==> src/rtl/shift_pkg.sv <==
// Shared types for the shift datapath: deserializer FSM states and shift direction.
package shift_pkg;

   typedef enum logic [1:0] {
      IDLE  = 2'd0,
      SHIFT = 2'd1,
      FULL  = 2'd2
   } state_t;

   typedef enum logic {
      DIR_LEFT  = 1'b0,
      DIR_RIGHT = 1'b1
   } dir_t;

endpackage

==> src/rtl/shift_step.sv <==
// One-bit shifter: moves the word one place and inserts the fill bit at the vacated end.
module shift_step
   import shift_pkg::*;
#(
   parameter int WIDTH = 4
) (
   input  logic [WIDTH-1:0] word,
   input  logic             fill,
   input  dir_t             dir,
   output logic [WIDTH-1:0] shifted
);

   always_comb begin
      if (dir == DIR_RIGHT) begin
         shifted = {fill, word[WIDTH-1:1]};
      end else begin
         shifted = {word[WIDTH-2:0], fill};
      end
   end

endmodule

==> src/rtl/shift_deserializer.sv <==
// Serial-in, parallel-out receiver: rebuilds WIDTH-bit words from a one-bit stream
// with valid/ready on both sides and one extra word of buffering in sr.
module shift_deserializer
   import shift_pkg::*;
#(
   parameter int WIDTH = 4
) (
   input  logic             clk,
   input  logic             rst,
   input  logic             s_data,
   input  logic             s_valid,
   output logic             s_ready,
   input  logic             s_dir,
   input  logic             clr,
   output logic [WIDTH-1:0] m_data,
   output logic             m_valid,
   input  logic             m_ready
);

   localparam int CW = $clog2(WIDTH);
   localparam logic [CW-1:0] LAST = CW'(WIDTH - 1);

   state_t           state, state_n;
   logic [WIDTH-1:0] sr, sr_n, shifted, m_data_n;
   logic [CW-1:0]    cnt, cnt_n;
   dir_t             dir_q, dir_q_n, step_dir;
   logic             m_valid_n, accept, out_free;

   assign s_ready  = (state != FULL) && !clr;
   assign accept   = s_valid && s_ready;
   assign out_free = !m_valid || m_ready;
   // The first bit of a word shifts with the live direction input; later bits use the latched one.
   assign step_dir = (state == IDLE) ? dir_t'(s_dir) : dir_q;

   shift_step #(.WIDTH(WIDTH)) u_step (
      .word    (sr),
      .fill    (s_data),
      .dir     (step_dir),
      .shifted (shifted)
   );

   always_ff @(posedge clk or posedge rst) begin
      if (rst) begin
         state   <= IDLE;
         sr      <= '0;
         cnt     <= '0;
         dir_q   <= DIR_LEFT;
         m_data  <= '0;
         m_valid <= 1'b0;
      end else begin
         state   <= state_n;
         sr      <= sr_n;
         cnt     <= cnt_n;
         dir_q   <= dir_q_n;
         m_data  <= m_data_n;
         m_valid <= m_valid_n;
      end
   end

   always_comb begin
      state_n   = state;
      sr_n      = sr;
      cnt_n     = cnt;
      dir_q_n   = dir_q;
      m_data_n  = m_data;
      m_valid_n = m_valid && !m_ready;
      unique case (state)
         IDLE: begin
            if (clr) begin
               sr_n  = '0;
               cnt_n = '0;
            end else if (accept) begin
               dir_q_n = dir_t'(s_dir);
               sr_n    = shifted;
               cnt_n   = CW'(1);
               state_n = SHIFT;
            end
         end
         SHIFT: begin
            if (clr) begin
               sr_n    = '0;
               cnt_n   = '0;
               state_n = IDLE;
            end else if (accept) begin
               if (cnt == LAST) begin
                  if (out_free) begin
                     m_data_n  = shifted;
                     m_valid_n = 1'b1;
                     cnt_n     = '0;
                     state_n   = IDLE;
                  end else begin
                     sr_n    = shifted;
                     state_n = FULL;
                  end
               end else begin
                  sr_n  = shifted;
                  cnt_n = cnt + CW'(1);
               end
            end
         end
         FULL: begin
            // A flush drops the pending word; it does not block the consumer from draining m_data.
            if (clr) begin
               sr_n    = '0;
               cnt_n   = '0;
               state_n = IDLE;
            end else if (m_ready) begin
               m_data_n  = sr;
               m_valid_n = 1'b1;
               cnt_n     = '0;
               state_n   = IDLE;
            end
         end
         default: begin
            state_n = IDLE;
         end
      endcase
   end

endmodule

==> config.mk <==
export PLATFORM = sky130hd
export DESIGN_NAME = shift_deserializer
export DESIGN_NICKNAME = d
export VERILOG_FILES = /design/src/rtl/shift_pkg.sv /design/src/rtl/shift_step.sv /design/src/rtl/shift_deserializer.sv
export SDC_FILE = /design/constraint.sdc
export NUM_CORES = 1
export LEC_CHECK = 0
export BUFFER_PORTS_ARGS = -buffer_cell sky130_fd_sc_hd__buf_2
export CAP_MARGIN = 15
export CORE_MARGIN = 5
export CORE_UTILIZATION = 56
export DETAILED_ROUTE_END_ITERATION = 6
export GPL_TIMING_DRIVEN = 0
export PLACE_DENSITY = 0.78
export SLEW_MARGIN = 10
export SYNTH_ARGS = -nofsm -noshare
export SYNTH_HDL_FRONTEND = slang
export SYNTH_SLANG_ARGS = --single-unit
==> constraint.sdc <==
create_clock -name clk -period 3.5 [get_ports clk]
set_clock_uncertainty 0.1 [all_clocks]
set_input_delay 0.35 -clock clk [delete_from_list [all_inputs] [get_ports clk]]
set_output_delay 0.35 -clock clk [all_outputs]
set_load 0.01 [all_outputs]
Yosys cells after proc, flatten, opt, wreduce, memory -nomap -nowiden:

Index checks and enable logic that the tools add are counted.

* $add $sub $neg: 1
* multiply operators: 0
* divide/modulo/power cells: 0
* order comparisons: 0
* eq/ne operators: 19
* shift-type cells: 0
* muxes and demuxes: 39
* bitwise logic cells: 1
* reduce and logical (&&, ||, !) cells: 15

Operator list (count)
* 4-bit 2-to-1 mux: 14
* 2-bit 2-to-1 mux: 13
* 2-bit inequality test, second input constant: 10
* 5-bit AND reduction: 3
* 3-bit inequality test, second input constant: 4
* 2-bit one-hot mux with 3 select lines: 2
* 4-bit one-hot mux with 3 select lines: 1
* 4-bit inequality test, second input constant: 2
* 4-bit one-hot mux with 2 select lines: 1
* 1-bit 2-to-1 mux: 7
* 7-bit AND reduction: 1
* 2-bit == test, second input constant: 2
* 1-bit logical AND: 3
* 1-bit zero test: 3
* 3-bit AND reduction: 1
* 3-bit nonzero test: 1
* 2-bit by 1-bit adder with 2-bit output, second input constant: 1
* 2-bit by 1-bit == test with 1-bit output, second input constant: 1
* 2-bit zero test: 1
* 1-bit one-hot mux with 2 select lines: 1
* 2-bit nonzero test: 1
* 1-bit logical OR: 1
* 1-bit inverter: 1

* register bits: 14
* bits in latches: 0
* RAM bits: 0
* bits in read-only memories: 0
* bits of input ports: 7
* output and inout port bits: 6
* logic and storage cells: 81
* memories: 0

Depth between registers and ports, before layout:

* word-level depth: 8
* gate-level depth with buffers: 8
* mapped depth without buffers: 6

Cells and area by module:

A second synthesis with hierarchy kept.

* cells, all modules: 91
* area, all modules: 958.4 um2

Modules (own cells, without submodules)
* shift_deserializer: instances 1, cells each 87, area an instance 913.4 um2, seq. area each 350.3 um2
* shift_step: instances 1, cells each 4, area an instance 45.0 um2, seq. area each 0.0 um2

Least setup slack after synthesis:

Ideal clock, no wire load.

* kind: register to register
* start point: reg state[0]
* end point: reg sr[0]
* library setup time: 0.128 ns
* arrival time: 1.637 ns
* data required time: 3.272 ns
* slack: 1.636 ns
* stages on the path, launching flop included: 7
* path buffers: 0
* clock period less this slack: 1.864 ns
* cell sequence: dfrtp_1 -> inv_1 -> ha_1 -> mux2i_2 -> mux2i_1 -> nor3_1 -> mux2_1

* longest elaborated chain between the ends: 8
* elaborated cells between the ends (all ways): 21
* those cells by class: eq/ne (7); mux (9); reduce/logical (5)

Ends and longest elaborated chain
* start, declared: RTL line shift_deserializer.sv:23 `state_t state, state_n;`
* start signal, assigned: RTL line shift_deserializer.sv:51 `state <= state_n;`
* 2-bit zero test: RTL line shift_deserializer.sv:33, shift_deserializer.sv:67
* 1-bit 2-to-1 mux: RTL line shift_deserializer.sv:33 `assign step_dir = (state == IDLE) ? dir_t'(s_dir) : dir_q;`
* 4-bit 2-to-1 mux: RTL line shift_step.sv:14 `if (dir == DIR_RIGHT) begin`
* 4-bit 2-to-1 mux: RTL line shift_deserializer.sv:86 `if (out_free) begin`
* 4-bit 2-to-1 mux: RTL line shift_deserializer.sv:85 `if (cnt == LAST) begin`
* 4-bit 2-to-1 mux: RTL line shift_deserializer.sv:84 `end else if (accept) begin`
* 4-bit 2-to-1 mux: RTL line shift_deserializer.sv:80 `if (clr) begin`
* 4-bit one-hot mux with 3 select lines: RTL line shift_deserializer.sv:67 `unique case (state)`
* end signal, assigned: RTL line shift_deserializer.sv:52 `sr <= sr_n;`
* end, declared: RTL line shift_deserializer.sv:24 `logic [WIDTH-1:0] sr, sr_n, shifted, m_data_n;`

Parallel ways exist; a longest one is shown, timed or not. The select of a mux whose other input is x is not followed.
A chain may end at the register's enable or synchronous reset.

Worst setup path in the final report:

Ends and elaborated chain as after synthesis.

==> flow_summary.yaml <==
worst_setup_path:
  crit_arrival_ps: 2230
  cp_data_required_time_ps: 3570
  slowest_delay_ps: 460
  crit_type: "reg -> reg"
  path_delay_family: "multiplexers"
  worst-path-max-fanout: 5
  worst_path_max_delay_cell: "mux2i_2"
  cp-start-kind: "register"
  end_kind: "register"
  crit_buf_inv: 1
  cp_cell_sequence: "inv_1 > ha_1 > mux2i_2 > mux2i_1 > nor3_1 > mux2_1"
drt:
  first_iter_violations: 11
  first_pass_iters: 4
  num_vias: 744
  drc: 0
  wl_per_cell_microns: 15.5
  drtAntennaViolNets: 0
  wirelength_mm: 1.92
  vias_per_cell: 6.00
cells_and_area:
  finalNetCount: 121
  utilization: 0.691
  area_growth_syn_to_layout_pct: 13.5
  final_cells: 124
  diodes: 0
  drive_gt1_frac: 0.269
synthesis:
  synth_area_sq_um: 938
  synthTopCellsByCount: "14 x dfrtp_1, 6 x nand2_1, 6 x nand2b_1"
  syn_area_per_cell_sq_um: 10.3
  synthFlopType: "dfrtp_1"
  synth_top_area_share: 0.373
  yosysTopAreaCell: "dfrtp_1"
  yosys-top-cells-area: "dfrtp_1 37%, ha_1 6.7%, mux2_1 4.8%"
  synth_edf_count: 0
  synth_seq_area_share: 0.373
  synth_fp_nets: 103
  ys_ff_latch: 14
  yosysMostFrequentCell: "dfrtp_1"
  yosysWarnings: 0
  ys_types: 34
  synthCells: 91
  async_reset_ff_frac: 1.00
clock_tree:
  cts.sinks: 14
  clkSlewWorstSetupHoldPaths_ps: 90
  cts_buffer_depth: 2
  hold_buffers: 1
  cts_tree: "yes"
  insertion_delay_ps: 290
  numCtsBuffers: 3
  post_cts_buffers: 0
  h-tree-depth: 1
  cts_root_buf: "clkbuf_4"
  cts_resized: 0
global_routing:
  grt_antenna_before_repair: 0
  grtUsageTotal: 0.163
  overflow: 0
  grt_pass1_wl_mm: 3.31
  grt_pass1_vias: 725
  grt_max_degree: 15
run:
  drv_cap: 0
pwr:
  power_uw: 516
  ir_drop_mv: 0.356
  cellLeakagePower_nw: 0.561
  power_density_mw_per_mm2: 485
sta:
  worstMarginPinSlew_ps: 531
  report.final.hold_viol_count: 0
  fin_crit_sh: 0.617
  rsz0062_at_grt: "false"
  min_period_ps: 2160
  fin_setup_tns_ps: 0
  max_freq_mhz: 463
  slew_headroom: 0.646
  hold_ws_ps: 226
  finalSetupViolations: 0
  slew_viol_final: 0
placed_design:
  globalplace.congestion: 0.858
  dp.cells: 119
  port_buffers: 12
  dp_hpwl_mm: 1.47
floorplanning:
  die_h_microns: 50.9
  ios: 13
  start_util: 0.609
  core_sq_mm: 0.00154
  rows: 14
  floorplan.die_area_sq_mm: 0.00259
  die_w_microns: 50.9
worst_hold_path:
  hold_path.class: "in -> reg"
status:
  status: "complete, no violations"
## final timing paths
check | cells past startpoint | slack [ps] | startpoint | endpoint
max in group asynchronous | 3 | 2410 | rst | m_data[0]$_DFFE_PP0P_
worst max-delay path | 6 | 1340 | state[0]$_DFFE_PP0P_ | sr[0]$_DFFE_PP0P_
worst min-delay path | 2 | 230 | s_dir | dir_q$_DFFE_PP0P_
worst min register to register | 1 | 390 | m_data[0]$_DFFE_PP0P_ | m_data[0]$_DFFE_PP0P_
worst max register to register | 6 | 1340 | state[0]$_DFFE_PP0P_ | sr[0]$_DFFE_PP0P_
min in group asynchronous | 3 | 530 | rst | sr[3]$_DFFE_PP0P_
## power by group
part           leakage, nW  switching (mW)  total (mW)  internal, mW
Sequential           0.188          0.0215       0.208         0.187
Combinational        0.351          0.0998       0.188        0.0883
Clock               0.0210          0.0567       0.120        0.0634
Total                0.561           0.178       0.516         0.338
## through the flow
| stage | cell area (sq um) | worst slack [ps] |
|---|---|---|
| finish | 1060 | 1340 |
| CTS | 1060 | 1340 |
| floorplan | 938 | 1640 |
| detailed placement | 1020 | 1380 |
| global route | 1060 | 1260 |
| global placement | 1020 | 1490 |
## sequential cells by signal, summed over array words and instances (netlist names)
name and cells:
cnt 2, m_data 4, sr 4, state 2, dir_q 1, m_valid 1
## layer usage
layer | GRT usage | share of wire
met5 | 0 | 0
met4 | 0.0511 | 0.017
met3 | 0.0349 | 0.037
met2 | 0.260 | 0.47
met1 | 0.220 | 0.47
## kinds of logic after synthesis
kind of cell,synth area share
AO/OA/AOI/OAI,0.191
adder cells (fa/ha/maj),0.0667
buffers and inverters,0.0400
flip-flops,0.373
multiplexers,0.157
AND/OR/NAND/NOR,0.172
## layout make-up
cell class                      count  area [sq um]
Multi-Input combinational cell     70           551
Fill cell                         125           477
Sequential cell                    14           350
Timing Repair Buffer               13          70.1
Clock buffer                        4          36.3
Buffer                              4          26.3
Tap cell                           16          20.0
Inverter                            3          11.3
## layout by cell type, fill, tap and decap left out
| master | Yosys | final |
|---|---|---|
| a21oi_1 | 2 | 2 |
| mux2_2 | 3 | 3 |
| o22a_1 | 1 | 1 |
| nor3_1 | 4 | 4 |
| mux2i_1 | 4 | 4 |
| o21ba_2 | 2 | 2 |
| buf_2 | 3 | 15 |
| buf_6 | 1 | 1 |
| mux2_4 | 1 | 1 |
| nand2_1 | 6 | 6 |
| or2b_1 | 1 | 1 |
| mux2_1 | 4 | 4 |
| mux2i_2 | 1 | 1 |
| a31oi_1 | 2 | 2 |
| o21ai_1 | 2 | 2 |
| nor3b_1 | 2 | 2 |
| nand3_1 | 1 | 1 |
| clkbuf_4 | 0 | 3 |
| o31a_1 | 1 | 1 |
| nand2b_1 | 6 | 6 |
| a32o_1 | 4 | 4 |
| dfrtp_1 | 14 | 14 |
| nor2b_1 | 2 | 2 |
| or3b_1 | 1 | 1 |
| a21o_1 | 4 | 4 |
| clkbuf_8 | 0 | 1 |
| nor2_1 | 4 | 4 |
| o21ai_2 | 1 | 1 |
| ha_1 | 5 | 5 |
| dlygate4sd3_1 | 0 | 1 |
| a21oi_2 | 1 | 1 |
| and4b_1 | 1 | 1 |
| inv_1 | 3 | 3 |
| nand3b_1 | 1 | 1 |
| o21ai_0 | 1 | 1 |
| o221ai_1 | 1 | 1 |
| a22oi_1 | 1 | 1 |
Note: power is estimated with default switching activity, not from simulation.
